## src/rtl/ifu_fetch_queue_if.sv

```systemverilog
// Fetch request/response bus between the instruction fetch queue and the AXI-style read bridge.
interface ifu_fetch_queue_if #(
  parameter int unsigned CPU_WIDTH = 64
);
  logic                 o_req_valid;
  logic [CPU_WIDTH-1:0] o_req_addr;
  logic [1:0]           o_req_size;
  logic                 i_req_ready;
  logic                 i_rsp_valid;
  logic [CPU_WIDTH-1:0] i_rsp_data;
  logic [1:0]           i_rsp_resp;

  modport master (
    output o_req_valid, o_req_addr, o_req_size,
    input  i_req_ready, i_rsp_valid, i_rsp_data, i_rsp_resp
  );

  modport slave (
    input  o_req_valid, o_req_addr, o_req_size,
    output i_req_ready, i_rsp_valid, i_rsp_data, i_rsp_resp
  );
endinterface

```

## src/rtl/ifu_fetch_queue.sv

```systemverilog
// Instruction fetch queue: sequential PC generation, single outstanding read, DEPTH-entry
// instruction FIFO toward decode, redirect flush with stale-response dropping.
module ifu_fetch_queue #(
  parameter int unsigned          CPU_WIDTH = 64,
  parameter int unsigned          INS_WIDTH = 32,
  parameter int unsigned          DEPTH     = 4,
  parameter logic [CPU_WIDTH-1:0] PC_START  = 'h8000_0000
) (
  input  logic                     i_clk,
  input  logic                     i_rst_n,
  input  logic                     i_redirect,
  input  logic [CPU_WIDTH-1:0]     i_redirect_pc,
  input  logic                     i_stall,
  ifu_fetch_queue_if.master        bus,
  output logic                     o_if_id_valid,
  input  logic                     i_id_ready,
  output logic [CPU_WIDTH-1:0]     o_pc,
  output logic [INS_WIDTH-1:0]     o_ins,
  output logic                     o_fault,
  output logic [$clog2(DEPTH):0]   o_count
);

  localparam int unsigned PW = $clog2(DEPTH);
  localparam int unsigned CW = PW + 1;
  localparam logic [PW-1:0] PTR_ONE = PW'(1);
  localparam logic [CW-1:0] CNT_ONE = CW'(1);
  localparam logic [CW-1:0] CNT_MAX = CW'(DEPTH);
  localparam logic [CPU_WIDTH-1:0] PC_STEP = CPU_WIDTH'(4);

  typedef enum logic [1:0] {IDLE, REQ, WAIT, DROP} state_t;

  state_t               state, state_n;
  logic [CPU_WIDTH-1:0] fetch_pc, fetch_pc_n;
  logic [CPU_WIDTH-1:0] req_addr, req_addr_n;
  logic                 drop_pending, drop_pending_n;
  logic                 push, pop;

  logic [CPU_WIDTH-1:0] pc_mem    [DEPTH];
  logic [INS_WIDTH-1:0] ins_mem   [DEPTH];
  logic                 fault_mem [DEPTH];
  logic [PW-1:0]        rd_ptr, wr_ptr;
  logic [CW-1:0]        count;

  logic                 rsp_fault;
  logic [INS_WIDTH-1:0] rsp_ins;

  always_ff @(posedge i_clk) begin
    if (!i_rst_n) begin
      state        <= IDLE;
      fetch_pc     <= PC_START;
      req_addr     <= '0;
      drop_pending <= 1'b0;
    end else begin
      state        <= state_n;
      fetch_pc     <= fetch_pc_n;
      req_addr     <= req_addr_n;
      drop_pending <= drop_pending_n;
    end
  end

  // A redirect while the request is still waiting for ready cannot cancel it (the address
  // must stay stable), so it is remembered and the transaction is steered into DROP.
  always_comb begin
    state_n        = state;
    fetch_pc_n     = fetch_pc;
    req_addr_n     = req_addr;
    drop_pending_n = drop_pending;
    push           = 1'b0;
    case (state)
      IDLE: begin
        if (!i_stall && !i_redirect && (count < CNT_MAX)) begin
          state_n    = REQ;
          req_addr_n = fetch_pc;
        end
      end
      REQ: begin
        if (bus.i_req_ready) begin
          drop_pending_n = 1'b0;
          if (drop_pending || i_redirect) begin
            state_n = DROP;
          end else begin
            state_n    = WAIT;
            fetch_pc_n = fetch_pc + PC_STEP;
          end
        end else if (i_redirect) begin
          drop_pending_n = 1'b1;
        end
      end
      WAIT: begin
        if (bus.i_rsp_valid) begin
          state_n = IDLE;
          push    = !i_redirect;
        end else if (i_redirect) begin
          state_n = DROP;
        end
      end
      DROP: begin
        if (bus.i_rsp_valid) state_n = IDLE;
      end
      default: state_n = IDLE;
    endcase
    if (i_redirect) fetch_pc_n = i_redirect_pc;
  end

  assign bus.o_req_valid = (state == REQ);
  assign bus.o_req_addr  = req_addr;
  assign bus.o_req_size  = 2'b10;

  assign rsp_fault = (bus.i_rsp_resp != 2'b00);
  assign rsp_ins   = rsp_fault   ? '0 :
                     req_addr[2] ? bus.i_rsp_data[2*INS_WIDTH-1:INS_WIDTH] :
                                   bus.i_rsp_data[INS_WIDTH-1:0];

  assign pop = (count != '0) && i_id_ready && !i_redirect;

  always_ff @(posedge i_clk) begin
    if (push) begin
      pc_mem[wr_ptr]    <= req_addr;
      ins_mem[wr_ptr]   <= rsp_ins;
      fault_mem[wr_ptr] <= rsp_fault;
    end
  end

  always_ff @(posedge i_clk) begin
    if (!i_rst_n || i_redirect) begin
      rd_ptr <= '0;
      wr_ptr <= '0;
      count  <= '0;
    end else begin
      if (push) wr_ptr <= wr_ptr + PTR_ONE;
      if (pop)  rd_ptr <= rd_ptr + PTR_ONE;
      case ({push, pop})
        2'b10:   count <= count + CNT_ONE;
        2'b01:   count <= count - CNT_ONE;
        default: count <= count;
      endcase
    end
  end

  assign o_count       = count;
  assign o_if_id_valid = (count != '0);
  assign o_pc          = o_if_id_valid ? pc_mem[rd_ptr]    : '0;
  assign o_ins         = o_if_id_valid ? ins_mem[rd_ptr]   : '0;
  assign o_fault       = o_if_id_valid ? fault_mem[rd_ptr] : 1'b0;

endmodule

```

## src/flat_wrapper.sv

```systemverilog
// flat-port wrapper written by rule: the top's interface ports become plain ports
module ifu_fetch_queue_flat 
#(
  parameter int unsigned          CPU_WIDTH = 64,
  parameter int unsigned          INS_WIDTH = 32,
  parameter int unsigned          DEPTH     = 4,
  parameter logic [CPU_WIDTH-1:0] PC_START  = 'h8000_0000
)
  (i_clk, i_rst_n, i_redirect, i_redirect_pc, i_stall, o_if_id_valid, i_id_ready, o_pc, o_ins, o_fault, o_count, bus_o_req_valid, bus_o_req_addr, bus_o_req_size, bus_i_req_ready, bus_i_rsp_valid, bus_i_rsp_data, bus_i_rsp_resp);
  ifu_fetch_queue_if #(.CPU_WIDTH(CPU_WIDTH)) bus_i ();
  input  logic i_clk;
  input  logic i_rst_n;
  input  logic i_redirect;
  input  logic [CPU_WIDTH-1:0] i_redirect_pc;
  input  logic i_stall;
  output logic o_if_id_valid;
  input  logic i_id_ready;
  output logic [CPU_WIDTH-1:0] o_pc;
  output logic [INS_WIDTH-1:0] o_ins;
  output logic o_fault;
  output logic [$clog2(DEPTH):0] o_count;
  output wire logic [$bits(bus_i.o_req_valid)-1:0] bus_o_req_valid;
  output wire logic [$bits(bus_i.o_req_addr)-1:0] bus_o_req_addr;
  output wire logic [$bits(bus_i.o_req_size)-1:0] bus_o_req_size;
  input wire logic [$bits(bus_i.i_req_ready)-1:0] bus_i_req_ready;
  input wire logic [$bits(bus_i.i_rsp_valid)-1:0] bus_i_rsp_valid;
  input wire logic [$bits(bus_i.i_rsp_data)-1:0] bus_i_rsp_data;
  input wire logic [$bits(bus_i.i_rsp_resp)-1:0] bus_i_rsp_resp;
  assign bus_o_req_valid = bus_i.o_req_valid;
  assign bus_o_req_addr = bus_i.o_req_addr;
  assign bus_o_req_size = bus_i.o_req_size;
  assign bus_i.i_req_ready = bus_i_req_ready;
  assign bus_i.i_rsp_valid = bus_i_rsp_valid;
  assign bus_i.i_rsp_data = bus_i_rsp_data;
  assign bus_i.i_rsp_resp = bus_i_rsp_resp;
  ifu_fetch_queue #(.CPU_WIDTH(CPU_WIDTH), .INS_WIDTH(INS_WIDTH), .DEPTH(DEPTH), .PC_START(PC_START)) u_core (.i_clk(i_clk), .i_rst_n(i_rst_n), .i_redirect(i_redirect), .i_redirect_pc(i_redirect_pc), .i_stall(i_stall), .bus(bus_i), .o_if_id_valid(o_if_id_valid), .i_id_ready(i_id_ready), .o_pc(o_pc), .o_ins(o_ins), .o_fault(o_fault), .o_count(o_count));
endmodule
```

## config.mk

```make
export PLATFORM = sky130hd
export DESIGN_NAME = ifu_fetch_queue_flat
export DESIGN_NICKNAME = d
export VERILOG_FILES = /design/src/rtl/ifu_fetch_queue_if.sv /design/src/rtl/ifu_fetch_queue.sv /design/src/flat_wrapper.sv
export SDC_FILE = /design/constraint.sdc
export NUM_CORES = 1
export LEC_CHECK = 0
export CORE_MARGIN = 1
export CORE_UTILIZATION = 54
export DETAILED_ROUTE_END_ITERATION = 16
export PLACE_DENSITY_LB_ADDON = 0.3
export SETUP_SLACK_MARGIN = 0.4
export SLEW_MARGIN = 10
export SYNTH_ARGS = -nofsm -noshare
export SYNTH_HDL_FRONTEND = slang
export SYNTH_SLANG_ARGS = --single-unit
```

## constraint.sdc

```tcl
create_clock -name i_clk -period 7.45 [get_ports i_clk]
set_input_delay 1.1175 -clock i_clk [delete_from_list [all_inputs] [get_ports i_clk]]
set_output_delay 1.1175 -clock i_clk [all_outputs]
set_load 0.1 [all_outputs]
```

Word level (Yosys, flattened, before mapping)
Memory sizes are Yosys's and may differ from the RTL's. A register that Yosys moved wholly into a read port is not among the register bits. Cells that the tools add are included.

Flip-flop bits (word level): 138. Memory bits (writable): 388. Bits of input ports: 137. Output and inout bits: 168. Logic and storage cells: 74. Memories kept: 3.

Memory list: u_core.pc_mem (depth 4, width 64, rd ports 1, clocked after Yosys merged registers in 1, wr ports 1, line ifu_fetch_queue.sv:38) `logic [CPU_WIDTH-1:0] pc_mem [DEPTH];`; u_core.ins_mem (depth 4, width 32, rd ports 1, clocked after Yosys merged registers in 1, wr ports 1, line ifu_fetch_queue.sv:39) `logic [INS_WIDTH-1:0] ins_mem [DEPTH];`; u_core.fault_mem (depth 4, width 1, rd ports 1, clocked after Yosys merged registers in 1, wr ports 1, line ifu_fetch_queue.sv:40) `logic fault_mem [DEPTH];`.

$add $sub $neg: 5. $lt $le $gt $ge: 1. Eq/ne operators: 10. Muxes and demuxes: 29. Reductions and logical operators: 19.

Operators with widths (count): $mux 64 (5); $mux 32 (3); $add 64x3->64 const B (1); $mux 2 (11); $mux 1 (8); $pmux 2 s4 (1); $reduce_bool 2->1 (4); $eq 2x2->1 const B (3); $pmux 3 s2 (1); $add 2x1->2 const B (2); $eq 2x1->1 const B (2); $logic_and 1x1->1 (4); $ne 2x1->1 const B (2); $ne 2x2->1 const B (2); $reduce_and 2->1 (2); $reduce_and 4->1 (1); $add 3x1->3 const B (1); $logic_not 1->1 (3); $lt 3x3->1 const B (1); $ne 3x3->1 const B (1); $reduce_and 3->1 (1); $reduce_bool 3->1 (1); $sub 3x1->3 const B (1); $logic_not 2->1 (1); $logic_or 1x1->1 (2).

Longest topological paths before layout
Word-level depth: 5. Mapped depth: 11. Depth with buffers taken out: 9.

Worst setup path before layout
OpenSTA, ideal clock, no wires.

Path type: input to register. Start point: input port i_redirect. End point: memory u_core.fault_mem[0], enable pin. Library setup time: 0.467 ns. Arrival: 4.155 ns. Data required time: 6.983 ns. Path slack: 2.828 ns. Stages: 5. Path buffers: 3. Path through: clkbuf_1 -> clkbuf_1 -> buf_1 -> nor2_1 -> and2_1.

Longest elaborated chain between the ends: 5.

RTL lines: start, declared (line flat_wrapper.sv:13) `input logic i_redirect;`; $logic_not 1->1 (line ifu_fetch_queue.sv:92) `push = !i_redirect;`; $mux 1 (line ifu_fetch_queue.sv:90) `if (bus.i_rsp_valid) begin`; $mux 1 (line ifu_fetch_queue.sv:69) `case (state)`; $mux 1 (line ifu_fetch_queue.sv:117) `if (push) begin`; $mux 1 (not written as such) (line ifu_fetch_queue.sv:120) `fault_mem[wr_ptr] <= rsp_fault;`; end, declared (line ifu_fetch_queue.sv:40).

No other way between the ends.

==> reports/results.ini <==
[run_status]
status=finished clean

[floorplanning]
core_um2=39910
pin_count=305
die_area_um2=41520
num_rows=73
die_h_um=203.8
initial_utilization_pct=55.08
die_x_um=203.8

[logic_synthesis]
synth_area_per_cell_um2=14.16
syn-num-nets=1697
ys_ff_latch=528
ys_types=55
yosys_warnings=0
synth_edf_count=388
syn_area_um2=21980
netlist_instances=1553
ys.flop_type=edfxtp_1
synth_seq_area_share_pct=65.75
synthArstFlopShare_pct=0

[worst_setup_path]
timing.critical_path.buf_inv=2
cpPeakStageDelay_ns=1.18
ff2ff_setup_slack_ns=4.46
crit_family=buffers and inverters
slowest_stage=clkdlybuf4s50_1
critical_path_class=reg -> out
r2r-start=u_core.o_count[0]
path_cells=buf_4 -> mux4_2 -> and2_1 -> clkdlybuf4s50_1
worstSetupEndpointType=output port
path_max_fanout=55
crit_arrival_ns=3.87
start_kind=register
cp.required_ns=6.33
reg2reg_to=u_core.o_count[2]
reg2regPathDepth=9

[clock_network]
cts_buffer_depth=3
cts_inserted_buffers=52
clock_sinks=528
htree_levels=2
ctsHoldBuffers=0
clk_pin_slew_ns=0.06
ctsResizeCount=0
post-cts-setup-buffer-count=0
tritoncts=yes
cts_root_buf=clkbuf_16
clk_latency_ns=0.60

[detailed_routing]
dr.first_iter.drc_count=965
routed_via_density=5.800
routed_wl_mm=50.73
postRouteAntennaNets=0
post_drt_wl_per_cell_um=21.25
drc=0
first_pass_iters=5
num_vias=13840

[timing]
finalHoldViolCount=0
worst_pin_slew_ns=1.211
min_period_over_period_pct=66.94
skew_ns=0.02836
tns_ns=0
final_max_slew_viol_count=0
finalSetupViolCount=0
fmax_mhz=200.5
rsz0062_at_grt=false
slew_headroom_pct=18.50
min_period_ns=4.987

[global_route]
grt.overflow.total=0
grt_pass1_vias=13970
top_usage_layer=met2
met2_usage_pct=40.10
grt_use_total_pct=24.84
antenna_found_initial=5
grt_pass1_wl_mm=78.76
use_met1_pct=33.25
grt_max_degree=101
gr-usage-met3_pct=6.360

[power_and_ir_drop]
ir_drop_v=0.0002309
p_per_area_nw_per_um2=228.5
power.leakage_nw=8.402

[min_path]
worstHoldEndpoint=u_core.bus.o_req_addr[1]
hold_path.class=reg -> reg
holdPathStages=2
min_from=u_core.fetch_pc[1]

[layout]
final_util_pct=67.89
area_delta_synth_final_pct=23.27
multi_input_area_um2=7096
num-fill-cells=2736
seq_area_um2=14460
nets=1962
drive_gt1_share_pct=12.09

[placement]
dp_hpwl_mm=31.52
port_buffers=302
gp_congestion=0.7953

[job]
maxCapViolations=0

-- sequential cells by signal, summed over array words and instances, names as in the netlist, named ones only --
| register | count |
|---|---|
| u_core.rd_ptr | 2 |
| u_core.fetch_pc | 64 |
| u_core.fault_mem | 4 |
| u_core.state | 2 |
| u_core.wr_ptr | 2 |
| u_core.pc_mem | 256 |
| u_core.ins_mem | 128 |
| u_core.bus.o_req_addr | 64 |
| u_core.o_count | 3 |
| u_core.drop_pending | 1 |
-- metrics by stage --
step	hold WS (ns)	setup WS, ns	total power, W	area, um2	instances
4_1_cts	0.4764	2.384	0.006236	27100	2386
6_report	0.4770	2.463	0.006191	27100	2387
3_3_place_gp	0.4515	3.029	0.003655	25390	2289
2_1_floorplan	0.4403	2.828	0.003514	21980	1553
5_1_grt	0.5247	2.282	0.006371	27100	2386
3_5_place_dp	0.4681	3.041	0.003665	25390	2289
-- metal layers --
| layer | share of wire (%) | vias up |
|---|---|---|
| met3 | 7.1 | 77 |
| met2 | 48 | 451 |
| li1 | - | 6391 |
| met1 | 42 | 6915 |
| met4 | 2.3 | 10 |
| met5 | 0.13 | - |
-- final cells by class --
class / count / area share [%]
antenna: 1 / 0.009234
sequential: 528 / 53.37
timing repair buffer: 316 / 11.56
inverter: 12 / 0.1662
multi-input combinational: 908 / 26.18
tap: 525 / 2.424
clock inverter: 27 / 0.8172
clock buffer: 70 / 5.467
-- synthesized netlist by cell type (all sizes together) (23+ instances only) --
cell type | n | share of area, %
nand2 | 171 | 2.9
clkbuf | 85 | 1.5
nand3 | 38 | 0.87
o21ai | 36 | 0.82
and2 | 106 | 3.0
nor3 | 23 | 0.52
a21boi | 65 | 2.2
nand4 | 39 | 1.1
edfxtp | 388 | 53
nor2 | 83 | 1.4
dfxtp | 140 | 13
mux4 | 97 | 9.9
mux2i | 44 | 2.0
a21oi | 26 | 0.59
-- tightest hold or removal path: stages, from the launching register on --
cell	delay, ns
dfxtp_1	0.31
nand2_1	0.05
a21boi_0	0.07
-- power by group --
part | internal [W] | switching (W)
sequential | 0.00318 | 0.0000604
combinational | 0.000144 | 0.000220
clock | 0.00150 | 0.00109
-- worst max-delay path by stage --
stage                     cells past startpoint        from  slack, ns             endpoint
after floorplan                               5  i_redirect       2.83  u_core.fault_mem[0]
after global placement                        4    register       3.03             o_pc[31]
after detailed placement                      4    register       3.04             o_pc[40]
after CTS                                     4    register       2.38              o_fault
after global routing                          4    register       2.28             o_pc[54]
final                                         4    register       2.46             o_pc[31]
-- placed cells by master (no fill, tap or decap), types with 13 or more instances in the layout --
cell type / n
nor2_1: 82
dfxtp_1: 137
mux4_2: 97
a21boi_0: 65
mux2i_1: 44
nor3_1: 23
clkbuf_16: 54
nand2_1: 171
nand4_1: 38
and4_1: 13
and2_1: 102
edfxtp_1: 388
buf_4: 14
a21oi_1: 26
clkdlybuf4s50_1: 300
and3_1: 20
o21ai_0: 36
nand3_1: 38
nor4_1: 15
xnor2_1: 20
-- cell families after synthesis --
logic type                 count (synthesis)  synth area share, %
and+or+nand+nor                          553                12.91
xor gates and xnor gates                  32                1.275
AOI/OAI and AO/OA                        166                5.225
adders and majority gates                  7               0.4326
other                                      2              0.03416
buffers and inverters                    117                2.077
DFF                                      528                65.75
muxes                                    148                12.30
No activity file was read; power rests on OpenSTA's default activity.
